File: src/rtl/uart_pkg.sv
// rtl/uart_pkg.sv - register offsets, register bit positions and serializer states
package uart_pkg;

  localparam logic [1:0] OFF_TXD    = 2'd0;
  localparam logic [1:0] OFF_STATUS = 2'd1;
  localparam logic [1:0] OFF_CTRL   = 2'd2;
  localparam logic [1:0] OFF_RSVD   = 2'd3;

  localparam int ST_BUSY    = 0;
  localparam int ST_FULL    = 1;
  localparam int ST_EMPTY   = 2;
  localparam int ST_OVF     = 3;
  localparam int ST_CNT_LSB = 4;

  localparam int CTRL_EN     = 0;
  localparam int CTRL_IRQ_EN = 1;

  typedef enum logic [1:0] {
    S_IDLE  = 2'd0,
    S_START = 2'd1,
    S_DATA  = 2'd2,
    S_STOP  = 2'd3
  } tx_state_e;

endpackage

File: src/rtl/uart_tx_fifo.sv
// rtl/uart_tx_fifo.sv - synchronous TX byte FIFO; caller gates push on !full and pop on !empty
module uart_tx_fifo #(
  parameter int DEPTH = 8,
  parameter int WIDTH = 8
) (
  input  logic                     clk,
  input  logic                     reset,
  input  logic                     push,
  input  logic [WIDTH-1:0]         wr_data,
  input  logic                     pop,
  output logic [WIDTH-1:0]         rd_data,
  output logic                     full,
  output logic                     empty,
  output logic [$clog2(DEPTH):0]   count
);

  localparam int AW = $clog2(DEPTH);
  localparam int CW = AW + 1;

  logic [WIDTH-1:0] mem_q [DEPTH];
  logic [AW-1:0]    wr_ptr_q, wr_ptr_d;
  logic [AW-1:0]    rd_ptr_q, rd_ptr_d;
  logic [CW-1:0]    count_q, count_d;

  always_comb begin
    wr_ptr_d = wr_ptr_q;
    rd_ptr_d = rd_ptr_q;
    count_d  = count_q;
    if (push) wr_ptr_d = wr_ptr_q + 1'b1;
    if (pop)  rd_ptr_d = rd_ptr_q + 1'b1;
    case ({push, pop})
      2'b10:   count_d = count_q + 1'b1;
      2'b01:   count_d = count_q - 1'b1;
      default: count_d = count_q;
    endcase
  end

  always_ff @(posedge clk) begin
    if (reset) begin
      wr_ptr_q <= '0;
      rd_ptr_q <= '0;
      count_q  <= '0;
    end else begin
      wr_ptr_q <= wr_ptr_d;
      rd_ptr_q <= rd_ptr_d;
      count_q  <= count_d;
    end
  end

  // Storage needs no reset: contents are only visible once count says so.
  always_ff @(posedge clk) begin
    if (push) mem_q[wr_ptr_q] <= wr_data;
  end

  assign rd_data = mem_q[rd_ptr_q];
  assign full    = (count_q == CW'(DEPTH));
  assign empty   = (count_q == '0);
  assign count   = count_q;

endmodule

File: src/rtl/uart_tx_periph.sv
// rtl/uart_tx_periph.sv - memory-mapped 8N1 UART transmitter with TX FIFO and drain interrupt
module uart_tx_periph #(
  parameter logic [31:0] BASE_ADDR    = 32'h4000_0010,
  parameter int          CLKS_PER_BIT = 868,
  parameter int          FIFO_DEPTH   = 8
) (
  input  logic        clk,
  input  logic        reset,
  input  logic [31:0] addr,
  input  logic        Mem_rd,
  input  logic        Mem_wr,
  input  logic [31:0] Write_data,
  output logic [31:0] Read_data,
  output logic        uart_tx,
  output logic        irq
);

  import uart_pkg::*;

  localparam int AW = $clog2(FIFO_DEPTH);
  localparam int CW = AW + 1;
  localparam int BW = (CLKS_PER_BIT > 1) ? $clog2(CLKS_PER_BIT) : 1;
  localparam logic [BW-1:0] BAUD_LAST = BW'(CLKS_PER_BIT - 1);

  tx_state_e     state_q, state_d;
  logic [BW-1:0] baud_cnt_q, baud_cnt_d;
  logic [2:0]    bit_cnt_q, bit_cnt_d;
  logic [7:0]    shift_q, shift_d;
  logic          tx_q, tx_d;
  logic          irq_q, irq_d;
  logic          en_q, en_d;
  logic          irq_en_q, irq_en_d;
  logic          overflow_q, overflow_d;

  logic          sel;
  logic [1:0]    off;
  logic          wr_txd, wr_status, wr_ctrl;
  logic          fifo_push, fifo_pop;
  logic [7:0]    fifo_rd_data;
  logic          fifo_full, fifo_empty;
  logic [CW-1:0] fifo_count;
  logic [31:0]   status_word;
  logic          baud_done, can_start;
  logic          unused_bits;

  assign sel       = (addr[31:4] == BASE_ADDR[31:4]);
  assign off       = addr[3:2];
  assign wr_txd    = sel & Mem_wr & (off == OFF_TXD);
  assign wr_status = sel & Mem_wr & (off == OFF_STATUS);
  assign wr_ctrl   = sel & Mem_wr & (off == OFF_CTRL);
  assign fifo_push = wr_txd & ~fifo_full;
  assign unused_bits = ^{addr[1:0], Write_data[31:8]};

  uart_tx_fifo #(
    .DEPTH (FIFO_DEPTH),
    .WIDTH (8)
  ) u_fifo (
    .clk     (clk),
    .reset   (reset),
    .push    (fifo_push),
    .wr_data (Write_data[7:0]),
    .pop     (fifo_pop),
    .rd_data (fifo_rd_data),
    .full    (fifo_full),
    .empty   (fifo_empty),
    .count   (fifo_count)
  );

  always_comb begin
    status_word                     = '0;
    status_word[ST_BUSY]            = (state_q != S_IDLE);
    status_word[ST_FULL]            = fifo_full;
    status_word[ST_EMPTY]           = fifo_empty;
    status_word[ST_OVF]             = overflow_q;
    status_word[ST_CNT_LSB +: CW]   = fifo_count;
  end

  always_comb begin
    Read_data = '0;
    if (sel && Mem_rd) begin
      case (off)
        OFF_STATUS: Read_data = status_word;
        OFF_CTRL: begin
          Read_data[CTRL_EN]     = en_q;
          Read_data[CTRL_IRQ_EN] = irq_en_q;
        end
        OFF_TXD:  Read_data = '0;
        OFF_RSVD: Read_data = '0;
        default:  Read_data = '0;
      endcase
    end
  end

  // A dropped push wins over a same-cycle clear so the loss is never hidden.
  always_comb begin
    en_d       = en_q;
    irq_en_d   = irq_en_q;
    overflow_d = overflow_q;
    if (wr_ctrl) begin
      en_d     = Write_data[CTRL_EN];
      irq_en_d = Write_data[CTRL_IRQ_EN];
    end
    if (wr_status && Write_data[ST_OVF]) overflow_d = 1'b0;
    if (wr_txd && fifo_full)             overflow_d = 1'b1;
  end

  assign baud_done = (baud_cnt_q == BAUD_LAST);
  assign can_start = en_q & ~fifo_empty;

  always_comb begin
    state_d    = state_q;
    baud_cnt_d = baud_cnt_q;
    bit_cnt_d  = bit_cnt_q;
    shift_d    = shift_q;
    tx_d       = tx_q;
    fifo_pop   = 1'b0;
    case (state_q)
      S_IDLE: begin
        tx_d = 1'b1;
        if (can_start) begin
          fifo_pop   = 1'b1;
          shift_d    = fifo_rd_data;
          baud_cnt_d = '0;
          tx_d       = 1'b0;
          state_d    = S_START;
        end
      end
      S_START: begin
        if (baud_done) begin
          baud_cnt_d = '0;
          bit_cnt_d  = '0;
          tx_d       = shift_q[0];
          state_d    = S_DATA;
        end else begin
          baud_cnt_d = baud_cnt_q + 1'b1;
        end
      end
      S_DATA: begin
        if (baud_done) begin
          baud_cnt_d = '0;
          if (bit_cnt_q == 3'd7) begin
            tx_d    = 1'b1;
            state_d = S_STOP;
          end else begin
            bit_cnt_d = bit_cnt_q + 1'b1;
            shift_d   = shift_q >> 1;
            tx_d      = shift_q[1];
          end
        end else begin
          baud_cnt_d = baud_cnt_q + 1'b1;
        end
      end
      S_STOP: begin
        if (baud_done) begin
          baud_cnt_d = '0;
          if (can_start) begin
            fifo_pop = 1'b1;
            shift_d  = fifo_rd_data;
            tx_d     = 1'b0;
            state_d  = S_START;
          end else begin
            tx_d    = 1'b1;
            state_d = S_IDLE;
          end
        end else begin
          baud_cnt_d = baud_cnt_q + 1'b1;
        end
      end
      default: begin
        tx_d    = 1'b1;
        state_d = S_IDLE;
      end
    endcase
  end

  assign irq_d = irq_en_q & fifo_empty & (state_q == S_IDLE);

  always_ff @(posedge clk) begin
    if (reset) begin
      state_q    <= S_IDLE;
      baud_cnt_q <= '0;
      bit_cnt_q  <= '0;
      shift_q    <= '0;
      tx_q       <= 1'b1;
      irq_q      <= 1'b0;
      en_q       <= 1'b1;
      irq_en_q   <= 1'b0;
      overflow_q <= 1'b0;
    end else begin
      state_q    <= state_d;
      baud_cnt_q <= baud_cnt_d;
      bit_cnt_q  <= bit_cnt_d;
      shift_q    <= shift_d;
      tx_q       <= tx_d;
      irq_q      <= irq_d;
      en_q       <= en_d;
      irq_en_q   <= irq_en_d;
      overflow_q <= overflow_d;
    end
  end

  assign uart_tx = tx_q;
  assign irq     = irq_q;

endmodule
File: config.mk
export PLATFORM = sky130hd
export DESIGN_NAME = uart_tx_periph
export DESIGN_NICKNAME = d
export VERILOG_FILES = /design/src/rtl/uart_pkg.sv /design/src/rtl/uart_tx_fifo.sv /design/src/rtl/uart_tx_periph.sv
export SDC_FILE = /design/constraint.sdc
export NUM_CORES = 1
export LEC_CHECK = 0
export BUFFER_PORTS_ARGS = -buffer_cell sky130_fd_sc_hd__buf_2
export CAP_MARGIN = 20
export CORE_ASPECT_RATIO = 1.4
export CORE_UTILIZATION = 40
export DETAILED_ROUTE_END_ITERATION = 12
export PLACE_DENSITY = 0.65
export SYNTH_ARGS = -nofsm -noshare
export SYNTH_HDL_FRONTEND = slang
export SYNTH_HIERARCHICAL = 1
export SYNTH_SLANG_ARGS = --single-unit
File: constraint.sdc
create_clock -name clk -period 3.9 [get_ports clk]
set_input_delay 0.195 -clock clk [delete_from_list [all_inputs] [get_ports clk]]
set_output_delay 0.195 -clock clk [all_outputs]
set_load 0.05 [all_outputs]
==> results by group, run 1 <==
Setup path
  • Critical R2R Capture: u_fifo/count[3]
  • Worst Path Class, Setup: flip-flop to flip-flop
  • Critical path required time: 4.14 ns
  • RR Startpoint: baud_cnt_q[0]
  • Worst setup endpoint: u_fifo/count[3]
  • Crit path max fanout: 7
  • Element type at the critical path end: flip-flop
  • Arr. time, crit path: 3.16 ns
  • Worst setup SP type: flip-flop
  • Reg2reg path depth: 10
  • FF-to-FF setup slack: 0.98 ns
  • Setup crit start: baud_cnt_q[0]

Yosys
  • Mapped Cells: 431
  • Synth Area in Simple Gates: 15.22%
  • Post-synthesis sequential area ratio: 52.22%
  • Most area-hungry cell type in the Yosys netlist: edfxtp_1
  • Post-Syn Area: 5253 sq um
  • Async SR Flop Fraction: 0%
  • Synth Register Bits: 105
  • Post-synth cell types: 61
  • Synth Area in Adders: 3.097%
  • Xor and xnor area share after synthesis: 1.667%
  • Largest family of logic cells by synthesized area: simple AND/OR/NAND/NOR gates
  • Primary FF master, synth: edfxtp_1
  • Synth Area in Compound Gates: 8.980%
  • Ranking of synthesized cells by area: edfxtp_1, dfxtp_1, mux4_1
  • Number of flops mapped to enable cells by yosys: 64
  • Average size of a mapped cell: 12.19 sq um
  • YS warnings: 6
  • Top cell type's share of synthesized area: 36.59%
  • Post-synthesis mux area share: 12.36%

STA
  • Final setup viols: 0
  • Worst clock skew: 0.008597 ns
  • Max-slew violations: 0
  • Actual slew at the worst max-slew pin: 0.9221 ns
  • TNS Setup: 0 ns
  • Unrepaired setup endpoints after global routing: false
  • Worst hold slack: 0.1103 ns
  • Peak Freq: 343.0 MHz
  • Min Tclk post-route: 2.916 ns
  • Tcrit/Tclk final: 74.76%
  • Worst slew margin: 38.30%
  • Final hold violations: 0

Cells and area
  • P&R area growth vs syn: 10.58%
  • Finished Cell Area: 5808 sq um
  • Diodes inserted: 0
  • Util after Layout: 45.33%
  • Share of cells above drive strength 1: 18.67%
  • Nets: 558

Clock network
  • Setup repair bufs after CTS: 0
  • Reg clk slew, reported paths: 0.07 ns
  • CTS tree: done
  • Worst skew pair latency: 0.34 ns
  • Root Buffer: clkbuf_16
  • Hold buffers post-CTS: 0
  • H-Tree Depth: 3
  • Cts bufs inserted: 9
  • CTS Buffer Depth: 2
  • Post-CTS sizing: 0
  • Clock Sinks: 105

Global route
  • Vias in the first global route: 3,402
  • Initial antenna violation count: 0
  • Largest net degree at the start of global routing: 36
  • First-pass GRT wire length: 16,880 microns
  • Grt total ovfl: 0
  • Total GRT Usage: 16.29%

Route
  • Vias: 3,549
  • Wire length per cell: 16.17 microns
  • DRT Wirelength: 10,270 microns
  • 1st-iter DRT viols: 227
  • # DRC: 0
  • Via density: 5.589
  • Length of the first detailed-routing pass in iterations: 5
  • Post-DRT Antenna Nets: 0

Hold path
  • HP Class: input port to flip-flop
  • WHS Path Cells: 1

Floorplan
  • IO Pins: 102
  • Die width: 98.85 microns
  • Core footprint: 12,810 sq um
  • Die height: 137.6 microns
  • Initial core utilization: 40.99%
  • Die area: 13,600 sq um
  • Row cnt: 49

Placed design
  • Routability congestion estimate: 0.7731
  • HPWL Detailed: 7137 microns
  • Placed cell area: 5529 sq um
  • Buffers on Ports: 51

Power and ir drop
  • Pint: 0.001660 W
  • Sw frac: 24.28%
  • Clock network fraction of total power: 38.7%
  • Pwr dens: 377.4 nW/um^2
  • Sequential share of power: 54.0%
  • Max IR drop VDD: 0.3272 mV
  • Psw: 0.0005322 W
  • Combinational power share: 7.3%
  • Pleak: 2.073 nW
  • Pwr Total: 0.002192 W

Outcome
  • Status: finished, final reports clean

Run
  • Max Cap Viol: 0
[synth_stat cells (5+ instances only)]
cell type	instances
o2111ai_1	7
and2_1	7
nor2_1	35
nor2b_1	7
nand3_1	25
mux2i_1	12
a21oi_1	12
xor2_1	6
nand2b_1	12
o21ai_0	9
mux4_1	15
ha_1	13
mux2_2	10
nand2_1	15
nor4b_1	5
a32oi_1	6
nor3_1	8
buf_4	24
dfxtp_1	41
clkbuf_1	12
edfxtp_1	64
nor4_1	9
inv_1	9
[cell type report]
| class | count | area [sq um] |
|---|---|---|
| fill | 1114 | 7005 |
| sequential | 105 | 2743 |
| multi-input combinational | 295 | 2261 |
| timing repair buffer | 57 | 300.3 |
| clock buffer | 10 | 229.0 |
| tap | 153 | 191.4 |
| clock inverter | 6 | 50.05 |
| inverter | 9 | 33.78 |
[metrics by stage]
stage          std cells  setup WS, ns
4_1_cts              635        0.9857
2_1_floorplan        454        0.9220
3_3_place_gp         619         1.011
3_5_place_dp         619         1.006
6_report             635        0.9844
5_1_grt              635        0.6662
[logic make-up (layout without fill, tap and decap cells)]
group	Yosys count	count (layout)
and+or+nand+nor	147	147
muxes	38	38
DFF	105	105
xor gates and xnor gates	10	10
buffers and inverters	54	82
AOI/OAI and AO/OA	63	63
adders and majority gates	13	13
other	1	24
[registers in the layout (all words and copies together), names as in the netlist, 2 cells and up, named ones only]
register / count
u_fifo/count: 4
u_fifo/mem_q: 64
u_fifo/rd_ptr_q: 3
shift_q: 8
state_q: 2
baud_cnt_q: 10
bit_cnt_q: 3
u_fifo/wr_ptr_q: 3
[layer usage]
layer	vias up	wire length, microns	GRT usage, %
met5	-	0	0
li1	1703	-	-
met2	104	5626	30.69
met1	1728	4152	18.12
met3	14	289	2.232
met4	0	199	7.463
[worst min path at each step]
stage                                    end     startpoint  slack (ns)
after global placement               uart_tx        uart_tx        0.45
final                     u_fifo/mem_q[6][4]  Write_data[4]        0.11
after global routing      u_fifo/mem_q[5][5]  Write_data[5]        0.12
after floorplan           u_fifo/mem_q[0][0]  Write_data[0]        0.29
after CTS                 u_fifo/mem_q[6][4]  Write_data[4]        0.10
after detailed placement  u_fifo/mem_q[0][2]  Write_data[2]        0.46
[cell usage in the layout (no fill, tap or decap), drive strengths merged, types with 4 or more instances in the layout]
master and instances:
nor2b 7, o2111ai 7, nor3 8, buf 57, conb 24, inv 11
xnor2 4, nand2b 12, mux4 16, dfxtp 41, a32oi 6, nor4b 5
mux2i 12, mux2 10, and2 7, nand3 25, a22oi 4, nand2 15
ha 13, clkbuf 10, nor4 10, nor2 35, edfxtp 64, o21ai 9
xor2 6, a21oi 12
[critical path: stages, from the launching register on]
cell,delay (ns)
dfxtp_1,0.39
ha_1,0.24
nor2b_1,0.43
a41oi_1,0.18
nor3_1,0.16
buf_4,0.18
ha_1,0.25
nand2_1,0.08
mux2_2,0.27
o41ai_1,0.26
mux2_2,0.37
[power groups by stage]
stage	registers (W)	logic, W	clock network, W
after floorplan	0.00121	0.000125	0
after global placement	0.00121	0.000154	0
after detailed placement	0.00121	0.000158	0
after CTS	0.00118	0.000160	0.000866
after global routing	0.00118	0.000174	0.000904
final	0.00118	0.000160	0.000847
(Power assumes the default switching activity.)
==> run 2, diff against run 1 <==
PLACE_DENSITY = 0.67   (was 0.65)
clock period = 2.3 ns   (was 3.9 ns; I/O delays follow)
==> results by group, run 2 (synthesized netlist as in run 1, its figures left out) <==
Floorplan
  • Core footprint: 12,810 sq um
  • Die area: 13,600 sq um
  • IO Pins: 102
  • Die width: 98.85 microns
  • Initial core utilization: 40.99%
  • Die height: 137.6 microns
  • Row cnt: 49

Route
  • 1st-iter DRT viols: 177
  • Wire length per cell: 16.45 microns
  • Post-DRT Antenna Nets: 0
  • Vias: 3,761
  • DRT Wirelength: 11,320 microns
  • Via density: 5.467
  • Length of the first detailed-routing pass in iterations: 4
  • # DRC: 0

Global route
  • Vias in the first global route: 3,701
  • Total GRT Usage: 17.42%
  • Largest net degree at the start of global routing: 19
  • Initial antenna violation count: 0
  • First-pass GRT wire length: 18,060 microns
  • Grt total ovfl: 0

STA
  • Peak Freq: 434.3 MHz
  • Worst slew margin: 58.05%
  • Actual slew at the worst max-slew pin: 0.6255 ns
  • Final hold violations: 0
  • Max-slew violations: 0
  • Final setup viols: 1
  • Worst hold slack: 0.02647 ns
  • PnR worst setup slack: -0.002643 ns
  • Worst clock skew: 0.008360 ns
  • Min Tclk post-route: 2.303 ns
  • TNS Setup: -0.002643 ns
  • Unrepaired setup endpoints after global routing: true
  • Tcrit/Tclk final: 100.1%

Cells and area
  • Commonest cells after routing, fill and taps aside: edfxtp_1, buf_4, buf_2
  • Share of cells above drive strength 1: 32.34%
  • Util after Layout: 50.26%
  • Nets: 611
  • Largest reg by FF count: u_fifo/mem_q
  • Biggest regs: u_fifo/mem_q (64), baud_cnt_q (10), shift_q (8)
  • Most common cell after layout, fill and taps aside: edfxtp_1
  • Diodes inserted: 0
  • Largest register FFs: 64
  • P&R area growth vs syn: 22.61%

Hold path
  • HP Class: input port to flip-flop

Power and ir drop
  • Pwr Total: 0.003782 W
  • Max IR drop VDD: 0.6962 mV
  • Pwr dens: 587.3 nW/um^2
  • Pleak: 2.383 nW

Run
  • Max Cap Viol: 0

Outcome
  • Status: finished with violations
  • Failing checks: negative setup slack

Clock network
  • Reg clk slew, reported paths: 0.07 ns
  • Clock Sinks: 105
  • Worst skew pair latency: 0.35 ns
  • CTS tree: done
  • CTS Buffer Depth: 2
  • Hold buffers post-CTS: 0
  • Cts bufs inserted: 9
  • Root Buffer: clkbuf_16
  • H-Tree Depth: 3

Placed design
  • HPWL Detailed: 7874 microns
  • Buffers on Ports: 51
  • Routability congestion estimate: 0.7965

Setup path
  • Critical-path top delay cell: dfxtp_2
  • Arr. time, crit path: 2.59 ns
  • Critical path required time: 2.59 ns
  • Worst Path Class, Setup: flip-flop to flip-flop
  • CP max stage delay: 0.32 ns
  • Worst setup SP type: flip-flop
  • Worst path cell trace: and4b_2, a41oi_2, nor3_4, ha_4, xor2_1, ha_1, a21oi_1, xor2_1, or3_1, a21oi_1
  • Element type at the critical path end: flip-flop
  • Crit path max fanout: 3
[run 2: metrics by stage]
stage | cells | setup WS (ns) | cell area (sq um)
detailed placement | 666 | -0.3013 | 5959
global route | 688 | -0.09417 | 6440
finish | 688 | -0.002643 | 6440
CTS | 685 | 0.007923 | 6305
floorplan | 454 | -0.2483 | 5406
global placement | 666 | -0.1773 | 5959
[run 2: final timing paths]
kind | depth (start not counted) | from | end | slack [ns]
worst max-delay path | 10 | baud_cnt_q[7] | u_fifo/count[2] | -0.003
worst min-delay path | 1 | Write_data[4] | u_fifo/mem_q[3][4] | 0.03
worst max register to register | 10 | baud_cnt_q[7] | u_fifo/count[2] | -0.003
worst min register to register | 2 | bit_cnt_q[2] | bit_cnt_q[2] | 0.48
[run 2: layout make-up]
class / count / area (sq um)
clock buffer: 10 / 229.0
clock inverter: 6 / 48.80
fill: 1100 / 6374
inverter: 9 / 33.78
multi-input combinational: 295 / 2477
sequential: 105 / 2749
tap: 153 / 191.4
timing repair buffer: 110 / 710.7
[run 2: where the power goes]
part           switching (W)  total, W  leakage [nW]  internal [W]
Combinational       0.000223  0.000320          1.34     0.0000973
Sequential        0.00000701   0.00201         0.908       0.00200
Clock               0.000706   0.00145         0.131      0.000749
Total               0.000936   0.00378          2.38       0.00285
[run 2: worst max-delay path, delay by kind of cell, from the launching register on]
kind / cells / cell delay, ns
AO/OA/AOI/OAI: 3 / 0.34
XOR/XNOR: 2 / 0.33
flip-flops: 1 / 0.32
AND/OR/NAND/NOR: 3 / 0.89
adder cells (fa/ha/maj): 2 / 0.37
[run 2: timing repair]
action,in CTS,in global routing
resized for setup,7,21
buffers inserted,3,3
endpoints found under the setup margin,2,2
pin swaps,3,2
[run 2: metal layers]
metal | vias to the layer above | wire [microns] | share of wire, % | track usage [%]
li1 | 1807 | - | - | -
met1 | 1859 | 4549 | 40 | 18.66
met2 | 79 | 6274 | 55 | 33.29
met3 | 16 | 305 | 2.7 | 2.993
met4 | 0 | 190 | 1.7 | 7.794
met5 | - | 0 | 0 | 0
